[config.mk]
export PLATFORM = sky130hd
export DESIGN_NAME = gametank_ce_gen_flat
export DESIGN_NICKNAME = d
export VERILOG_FILES = /design/src/rtl/gametank_clk_pkg.sv /design/src/rtl/gametank_ce_gen_if.sv /design/src/rtl/gametank_ce_channel.sv /design/src/rtl/gametank_ce_gen.sv /design/src/flat_wrapper.sv
export SDC_FILE = /design/constraint.sdc
export NUM_CORES = 1
export LEC_CHECK = 0
export ABC_AREA = 1
export CAP_MARGIN = 20
export CORE_MARGIN = 1
export CORE_UTILIZATION = 50
export DETAILED_ROUTE_END_ITERATION = 10
export MAX_ROUTING_LAYER = met4
export PLACE_DENSITY_LB_ADDON = 0.3
export SETUP_SLACK_MARGIN = 0.2
export SYNTH_ARGS = -nofsm -noshare
export SYNTH_HDL_FRONTEND = slang
export SYNTH_HIERARCHICAL = 1
export SYNTH_SLANG_ARGS = --single-unit
[constraint.sdc]
create_clock -name clk -period 2.1 [get_ports clk]
set_clock_uncertainty 0.15 [all_clocks]
set_input_delay 0.315 -clock clk [delete_from_list [all_inputs] [get_ports clk]]
set_output_delay 0.315 -clock clk [all_outputs]
set_load 0.02 [all_outputs]
[src/rtl/gametank_clk_pkg.sv]
// Shared types and defaults for the GameTank clock-enable generator.
// Holds the FSM state encoding, default parameter values and the channel-select width helper.
package gametank_clk_pkg;

    typedef enum logic [1:0] {
        WAIT_LOCK = 2'd0,
        HOLD      = 2'd1,
        RUN       = 2'd2
    } state_e;

    localparam int          DEF_NUM_CH      = 3;
    localparam int          DEF_ACC_W       = 24;
    localparam logic [23:0] DEF_INC         = 24'h100000;
    localparam int          DEF_LOCK_CYCLES = 1024;
    localparam int          DEF_RST_HOLD    = 64;

    function automatic int ch_w(input int n);
        return (n <= 1) ? 1 : $clog2(n);
    endfunction

endpackage

[src/rtl/gametank_ce_gen_if.sv]
// Config/resync inputs and enable/reset outputs of the clock-enable generator.
// master = host side driving config, slave = the generator itself.
interface gametank_ce_gen_if #(
    parameter int NUM_CH = gametank_clk_pkg::DEF_NUM_CH,
    parameter int ACC_W  = gametank_clk_pkg::DEF_ACC_W
);
    localparam int CH_W = gametank_clk_pkg::ch_w(NUM_CH);

    logic              cfg_we;
    logic [CH_W-1:0]   cfg_ch;
    logic [ACC_W-1:0]  cfg_inc;
    logic [ACC_W-1:0]  cfg_phase;
    logic              resync;
    logic [NUM_CH-1:0] ce_out;
    logic              rst_out_n;
    logic              running;

    modport master (
        output cfg_we, cfg_ch, cfg_inc, cfg_phase, resync,
        input  ce_out, rst_out_n, running
    );

    modport slave (
        input  cfg_we, cfg_ch, cfg_inc, cfg_phase, resync,
        output ce_out, rst_out_n, running
    );

endinterface

[src/rtl/gametank_ce_channel.sv]
// One phase-accumulator channel: shadow/active inc+phase, carry-aligned retune, registered ce.
// ce is registered one edge after the carrying accumulation; no backpressure.
module gametank_ce_channel
    import gametank_clk_pkg::*;
#(
    parameter int               ACC_W       = DEF_ACC_W,
    parameter logic [ACC_W-1:0] DEFAULT_INC = ACC_W'(DEF_INC)
) (
    input  logic             clk,
    input  logic             reset_n,
    input  logic             wr_en,
    input  logic [ACC_W-1:0] wr_inc,
    input  logic [ACC_W-1:0] wr_phase,
    input  logic             load,
    input  logic             hold,
    input  logic             step,
    input  logic             resync,
    output logic             ce
);

    logic [ACC_W-1:0] acc_q, acc_d;
    logic [ACC_W-1:0] inc_act_q, inc_act_d;
    logic [ACC_W-1:0] ph_act_q, ph_act_d;
    logic [ACC_W-1:0] inc_sh_q, inc_sh_d;
    logic [ACC_W-1:0] ph_sh_q, ph_sh_d;
    logic             ce_q, ce_d;
    logic [ACC_W:0]   sum;
    logic             carry;

    assign sum   = {1'b0, acc_q} + {1'b0, inc_act_q};
    assign carry = sum[ACC_W];
    assign ce    = ce_q;

    always_comb begin
        acc_d     = acc_q;
        inc_act_d = inc_act_q;
        ph_act_d  = ph_act_q;
        inc_sh_d  = inc_sh_q;
        ph_sh_d   = ph_sh_q;
        ce_d      = 1'b0;

        if (wr_en) begin
            inc_sh_d = wr_inc;
            ph_sh_d  = wr_phase;
        end

        // Shadow reads below use the pre-write values, so a same-cycle write lands one event later.
        if (load || resync) begin
            inc_act_d = inc_sh_q;
            ph_act_d  = ph_sh_q;
            acc_d     = ph_sh_q;
        end else if (hold) begin
            acc_d = ph_act_q;
        end else if (step) begin
            acc_d = sum[ACC_W-1:0];
            ce_d  = carry;
            // Retune only at a period boundary; a zero inc never carries, so it adopts at once.
            if (carry || (inc_act_q == '0)) begin
                inc_act_d = inc_sh_q;
            end
        end
    end

    always_ff @(posedge clk or negedge reset_n) begin
        if (!reset_n) begin
            acc_q     <= '0;
            inc_act_q <= DEFAULT_INC;
            ph_act_q  <= '0;
            inc_sh_q  <= DEFAULT_INC;
            ph_sh_q   <= '0;
            ce_q      <= 1'b0;
        end else begin
            acc_q     <= acc_d;
            inc_act_q <= inc_act_d;
            ph_act_q  <= ph_act_d;
            inc_sh_q  <= inc_sh_d;
            ph_sh_q   <= ph_sh_d;
            ce_q      <= ce_d;
        end
    end

endmodule

[src/rtl/gametank_ce_gen.sv]
// PLL-side clock-enable generator: lock qualification, sequenced downstream reset, NUM_CH fractional ce trains.
// rst_out_n rises 2+LOCK_CYCLES+RST_HOLD edges after pll_lock rises; no backpressure.
module gametank_ce_gen
    import gametank_clk_pkg::*;
#(
    parameter int               NUM_CH      = DEF_NUM_CH,
    parameter int               ACC_W       = DEF_ACC_W,
    parameter logic [ACC_W-1:0] DEFAULT_INC = ACC_W'(DEF_INC),
    parameter int               LOCK_CYCLES = DEF_LOCK_CYCLES,
    parameter int               RST_HOLD    = DEF_RST_HOLD
) (
    input logic               clk,
    input logic               reset_n,
    input logic               pll_lock,
    gametank_ce_gen_if.slave  bus
);

    localparam int CNT_MAX = (LOCK_CYCLES > RST_HOLD) ? LOCK_CYCLES : RST_HOLD;
    localparam int CNT_W   = $clog2(CNT_MAX + 1);
    localparam logic [CNT_W-1:0] LOCK_LAST = CNT_W'(LOCK_CYCLES - 1);
    localparam logic [CNT_W-1:0] HOLD_LAST = CNT_W'(RST_HOLD - 1);

    logic              lock_m_q, lock_s_q;
    state_e            state_q, state_d;
    logic [CNT_W-1:0]  cnt_q, cnt_d;
    logic              rst_out_n_q, rst_out_n_d;
    logic              running_q, running_d;
    logic              enter_hold, hold_acc, do_step, do_resync;
    logic [NUM_CH-1:0] ce_w;

    always_comb begin
        state_d    = state_q;
        cnt_d      = cnt_q;
        enter_hold = 1'b0;
        do_step    = 1'b0;
        do_resync  = 1'b0;

        // Lock loss overrides every state, including a pending resync.
        if (!lock_s_q) begin
            state_d = WAIT_LOCK;
            cnt_d   = '0;
        end else begin
            unique case (state_q)
                WAIT_LOCK: begin
                    if (cnt_q == LOCK_LAST) begin
                        state_d    = HOLD;
                        cnt_d      = '0;
                        enter_hold = 1'b1;
                    end else begin
                        cnt_d = cnt_q + 1'b1;
                    end
                end
                HOLD: begin
                    if (cnt_q == HOLD_LAST) begin
                        state_d = RUN;
                        cnt_d   = '0;
                    end else begin
                        cnt_d = cnt_q + 1'b1;
                    end
                end
                RUN: begin
                    do_resync = bus.resync;
                    do_step   = !bus.resync;
                end
                default: begin
                    state_d = WAIT_LOCK;
                    cnt_d   = '0;
                end
            endcase
        end

        rst_out_n_d = (state_d == RUN);
        running_d   = (state_d == RUN);
    end

    assign hold_acc = (state_q == HOLD) && lock_s_q;

    always_ff @(posedge clk or negedge reset_n) begin
        if (!reset_n) begin
            lock_m_q    <= 1'b0;
            lock_s_q    <= 1'b0;
            state_q     <= WAIT_LOCK;
            cnt_q       <= '0;
            rst_out_n_q <= 1'b0;
            running_q   <= 1'b0;
        end else begin
            lock_m_q    <= pll_lock;
            lock_s_q    <= lock_m_q;
            state_q     <= state_d;
            cnt_q       <= cnt_d;
            rst_out_n_q <= rst_out_n_d;
            running_q   <= running_d;
        end
    end

    for (genvar i = 0; i < NUM_CH; i++) begin : g_ch
        logic wr_en;
        // Out-of-range channel selects match no instance and are dropped.
        assign wr_en = bus.cfg_we && (int'(bus.cfg_ch) == i);

        gametank_ce_channel #(
            .ACC_W       (ACC_W),
            .DEFAULT_INC (DEFAULT_INC)
        ) u_ch (
            .clk      (clk),
            .reset_n  (reset_n),
            .wr_en    (wr_en),
            .wr_inc   (bus.cfg_inc),
            .wr_phase (bus.cfg_phase),
            .load     (enter_hold),
            .hold     (hold_acc),
            .step     (do_step),
            .resync   (do_resync),
            .ce       (ce_w[i])
        );
    end

    assign bus.ce_out    = ce_w;
    assign bus.rst_out_n = rst_out_n_q;
    assign bus.running   = running_q;

endmodule

[src/flat_wrapper.sv]
// flat-port wrapper written by rule: the top's interface ports become plain ports
module gametank_ce_gen_flat import gametank_clk_pkg::*;
#(
    parameter int               NUM_CH      = DEF_NUM_CH,
    parameter int               ACC_W       = DEF_ACC_W,
    parameter logic [ACC_W-1:0] DEFAULT_INC = ACC_W'(DEF_INC),
    parameter int               LOCK_CYCLES = DEF_LOCK_CYCLES,
    parameter int               RST_HOLD    = DEF_RST_HOLD
)
  (clk, reset_n, pll_lock, bus_cfg_we, bus_cfg_ch, bus_cfg_inc, bus_cfg_phase, bus_resync, bus_ce_out, bus_rst_out_n, bus_running);
  gametank_ce_gen_if #(.NUM_CH(NUM_CH), .ACC_W(ACC_W)) bus_i ();
  input logic clk;
  input logic reset_n;
  input logic pll_lock;
  input wire logic [$bits(bus_i.cfg_we)-1:0] bus_cfg_we;
  input wire logic [$bits(bus_i.cfg_ch)-1:0] bus_cfg_ch;
  input wire logic [$bits(bus_i.cfg_inc)-1:0] bus_cfg_inc;
  input wire logic [$bits(bus_i.cfg_phase)-1:0] bus_cfg_phase;
  input wire logic [$bits(bus_i.resync)-1:0] bus_resync;
  output wire logic [$bits(bus_i.ce_out)-1:0] bus_ce_out;
  output wire logic [$bits(bus_i.rst_out_n)-1:0] bus_rst_out_n;
  output wire logic [$bits(bus_i.running)-1:0] bus_running;
  assign bus_i.cfg_we = bus_cfg_we;
  assign bus_i.cfg_ch = bus_cfg_ch;
  assign bus_i.cfg_inc = bus_cfg_inc;
  assign bus_i.cfg_phase = bus_cfg_phase;
  assign bus_i.resync = bus_resync;
  assign bus_ce_out = bus_i.ce_out;
  assign bus_rst_out_n = bus_i.rst_out_n;
  assign bus_running = bus_i.running;
  gametank_ce_gen #(.NUM_CH(NUM_CH), .ACC_W(ACC_W), .DEFAULT_INC(DEFAULT_INC), .LOCK_CYCLES(LOCK_CYCLES), .RST_HOLD(RST_HOLD)) u_core (.clk(clk), .reset_n(reset_n), .pll_lock(pll_lock), .bus(bus_i));
endmodule
==> results.md <==
- Die ar.: 44220 um2
- Total power: around 19 mW
- Dpl hpwl: 49.52 mm
- CP Buf/Inv Count: 4
- Max VDD drop: ~0.90 mV
- Syn avg cell area: approximately 7.8 um2
- WP data arrival: 2800 ps
- CP startpoint kind: flop
- Drt pass-1 iters: 9
- Syn Inst Count: 2779
- Status: complete, but fails checks
- Largest net degree at the start of global routing: between 90 and 100
- Vias: roughly 22000
- Setup TNS: -40980 ps
- Total global routing overflow: 0
- Most used cell, CP: nand2_4
- Final hold viol count: 0
- Vias/cell: 5.646
- TritonCTS clock tree: built
- Fraction of layout cells with a size suffix above 1: 0.3830
- Post-synthesis sequential element count: ~380
- RSZ-0062 raised after global routing: true
- Req. time, crit path: 2400 ps
- Fin nets: around 3400
- Vias in the first global route: 20930
- Antenna-violating nets left: 0
- Chip Width: between 200 and 250 um
- Io pins: 60
- Area delta synth->final: 46.61%
- First-pass GRT wire length: 114.2 mm
- Placed Cells: 3641
- M2 GR Usage: 0.5722
- Drt drc: 0
- Crit-path slowest cell: dfrtp_1
- Port bufs: between 50 and 60
- Max-Cap Viols: 0
- CP delay by family, top: simple AND/OR/NAND/NOR gates
- Ys flop type: dfrtp_1
- Synth area leader: dfrtp_1
- Synth unique cells: 50
- GR Util All Layers: 0.3455
- Syn Nets: between 2000 and 3000
- M1 GR Usage: 0.4156
- Sequential fraction of the synthesis area: 0.4376
- Root Buffer: clkbuf_16
- Crit path largest cell delay: 430 ps
- Mapped Area: about 22000 um2
- Synth top area share: 0.4303
- Starting Density: 0.5125
- Fillers: roughly 2700
- Worst Setup End Kind: flop
- PnR worst setup slack: -405.4 ps
- Failing checks: negative setup slack
- Grt peak-use layer: met2
- Initial DRC count: 1962
- Synthesis Warnings: 6
- Period Utilization, post-route: 1.193
- Hold Path Class: in -> async
- CP cell instances: ha_4, inv_2, fa_2, inv_2, nand3_2, nand3_2, nand3_2, nand2_4, nand2_4, nand2_4, nand2_4, nand2_4, nand2_8, buf_12, buf_16, nand3_4, nand2_2
- Slew Limit Fails: 0
- Initial antenna violation count: 0
- Post-Route WL: ~83 mm
- Worst-Margin Slew: 512.5 ps
- Max-slew headroom: 0.6583
- Total CTS buffers: 41
- WHS: 55.52 ps
- Met3 usage: 0.06987
- Later-pin clock latency in the skew report: 570 ps
- Clk slew on worst S/H paths: 70 ps
- Placer Congestion: 0.9692
- Non-Filler Instances: 3869
- Post-route minimum period: 2505 ps
- CTS H-tree depth: 2
- DIE HEIGHT: roughly 210 um
- Leak: 16.31 nW
- Final setup fails: 173
- Clk sinks: 379
- R2R setup slack: -410 ps
- Buffer levels on the longest clock path: 3
- Site row count: 75
- Pwr Density: between 600 and 700 nW/um2
- Core area: 42320 um2
- Synth top area cells: dfrtp_1, nand2_1, inv_1
- DR WL/cell: 21.40 um
- Fraction of registers with async set/reset: 1.000
- Post-synth EDFFs: 0
- WS Path Type: reg -> reg
- Crit path max fanout: 8
- Fmax: 399.1 MHz
==> flip-flops by register name, indices dropped and copies added, names as in the netlist <==
register	cells
u_core/g_ch.u_ch/ph_sh_q	72
u_core/lock_s_q	1
u_core/lock_m_q	1
u_core/g_ch.u_ch/inc_act_q	72
u_core/state_q	2
u_core/g_ch.u_ch/inc_sh_q	72
u_core/g_ch.u_ch/ph_act_q	72
u_core/g_ch.u_ch/ce	3
u_core/cnt_q	11
u_core/bus.running	1
u_core/g_ch.u_ch/acc_q	72
==> logic make-up after synthesis <==
| kind of cell | Yosys count | synth area share |
|---|---|---|
| xor gates and xnor gates | 25 | 0.01010 |
| AOI/OAI and AO/OA | 340 | 0.08526 |
| muxes | 102 | 0.05296 |
| buffers and inverters | 473 | 0.08843 |
| DFF | 379 | 0.4376 |
| and+or+nand+nor | 1384 | 0.2808 |
| adders and majority gates | 76 | 0.04488 |
==> through the flow <==
| stage | cell area [um2] | util | setup WS [ps] |
|---|---|---|---|
| 2_1_floorplan | 22120 | - | -66.98 |
| 3_3_place_gp | 25510 | 0.6027 | -442.7 |
| 3_5_place_dp | 25510 | 0.6027 | -479.7 |
| 4_1_cts | 29460 | 0.6961 | -355.0 |
| 5_1_grt | 31790 | 0.7512 | -460.1 |
| 6_report | 31800 | 0.7513 | -405.4 |
==> where the power goes <==
group / internal, mW / switching, mW
Combinational: 0.962 / 1.27
Sequential: 7.98 / 0.677
Clock: 4.94 / 3.29
Total: 13.9 / 5.23
==> repair_timing <==
action	CTS	global route
hold buffers	1	0
setup buffers	52	42
pin swaps	98	97
endpoints found under the setup margin	218	224
cloned	35	20
gates resized for setup	307	476
endpoints found under the hold margin	320	0
==> path summary, 6_finish.rpt <==
kind | from | endpoint | depth (start not counted)
max in group asynchronous | reset_n | u_core/g_ch[0].u_ch/inc_act_q[20] | 3
hold / removal | reset_n | u_core/g_ch[0].u_ch/acc_q[17] | 2
setup reg to reg | u_core/g_ch[1].u_ch/acc_q[0] | u_core/g_ch[1].u_ch/inc_act_q[21] | 17
hold reg to reg | u_core/lock_m_q | u_core/lock_s_q | 0
setup / recovery | u_core/g_ch[1].u_ch/acc_q[0] | u_core/g_ch[1].u_ch/inc_act_q[21] | 17
min in group clk | pll_lock | u_core/lock_m_q | 1
==> final cells by class <==
class,instances,area (um2),share of cell area
clock inverters,24,404.1,0.01271
diodes,2,5.005,0.0001574
repair buffers,515,5737,0.1804
inverters,384,1474,0.04635
well taps,577,721.9,0.02270
clock buffers,52,1117,0.03514
flip-flops and latches,379,9492,0.2985
multi-input cells,1936,12850,0.4040
==> metal layers <==
metal  share of wire  up-vias
met5               0        -
met4           0.059        0
met3           0.077      338
met2            0.49     1046
met1            0.37    10640
li1                -     9824
==> synth_stat cells (7+ instances only) <==
library cell and n:
nand4_1 23, nor2_1 223, a31oi_1 21, o21ai_0 178, dfrtp_1 373, clkbuf_1 55, nand3_1 195, a21oi_1 116
buf_2 15, ha_1 73, nand2_2 105, xor2_1 22, inv_2 18, nor3_1 7, nor2_4 9, nand2_4 9
inv_1 363, nand2_1 780, nor2_2 7, mux2_2 102, buf_4 7
==> placed cells by master (no fill, tap or decap), drive strengths merged, types with 4 or more instances in the layout <==
master and count:
dfrtp 373, clkinvlp 4, clkbuf 64, inv 386, clkinv 9, clkdlybuf4s50 53
xor2 22, dfstp 6, a21oi 120, nor2 240, nor4 4, ha 73
nand3 202, a31oi 21, mux2 102, nand4 23, nand2 906, dlymetal6s2s 5
nor3 8, buf 444, bufinv 9, o21ai 180
(Power assumes the default switching activity.)
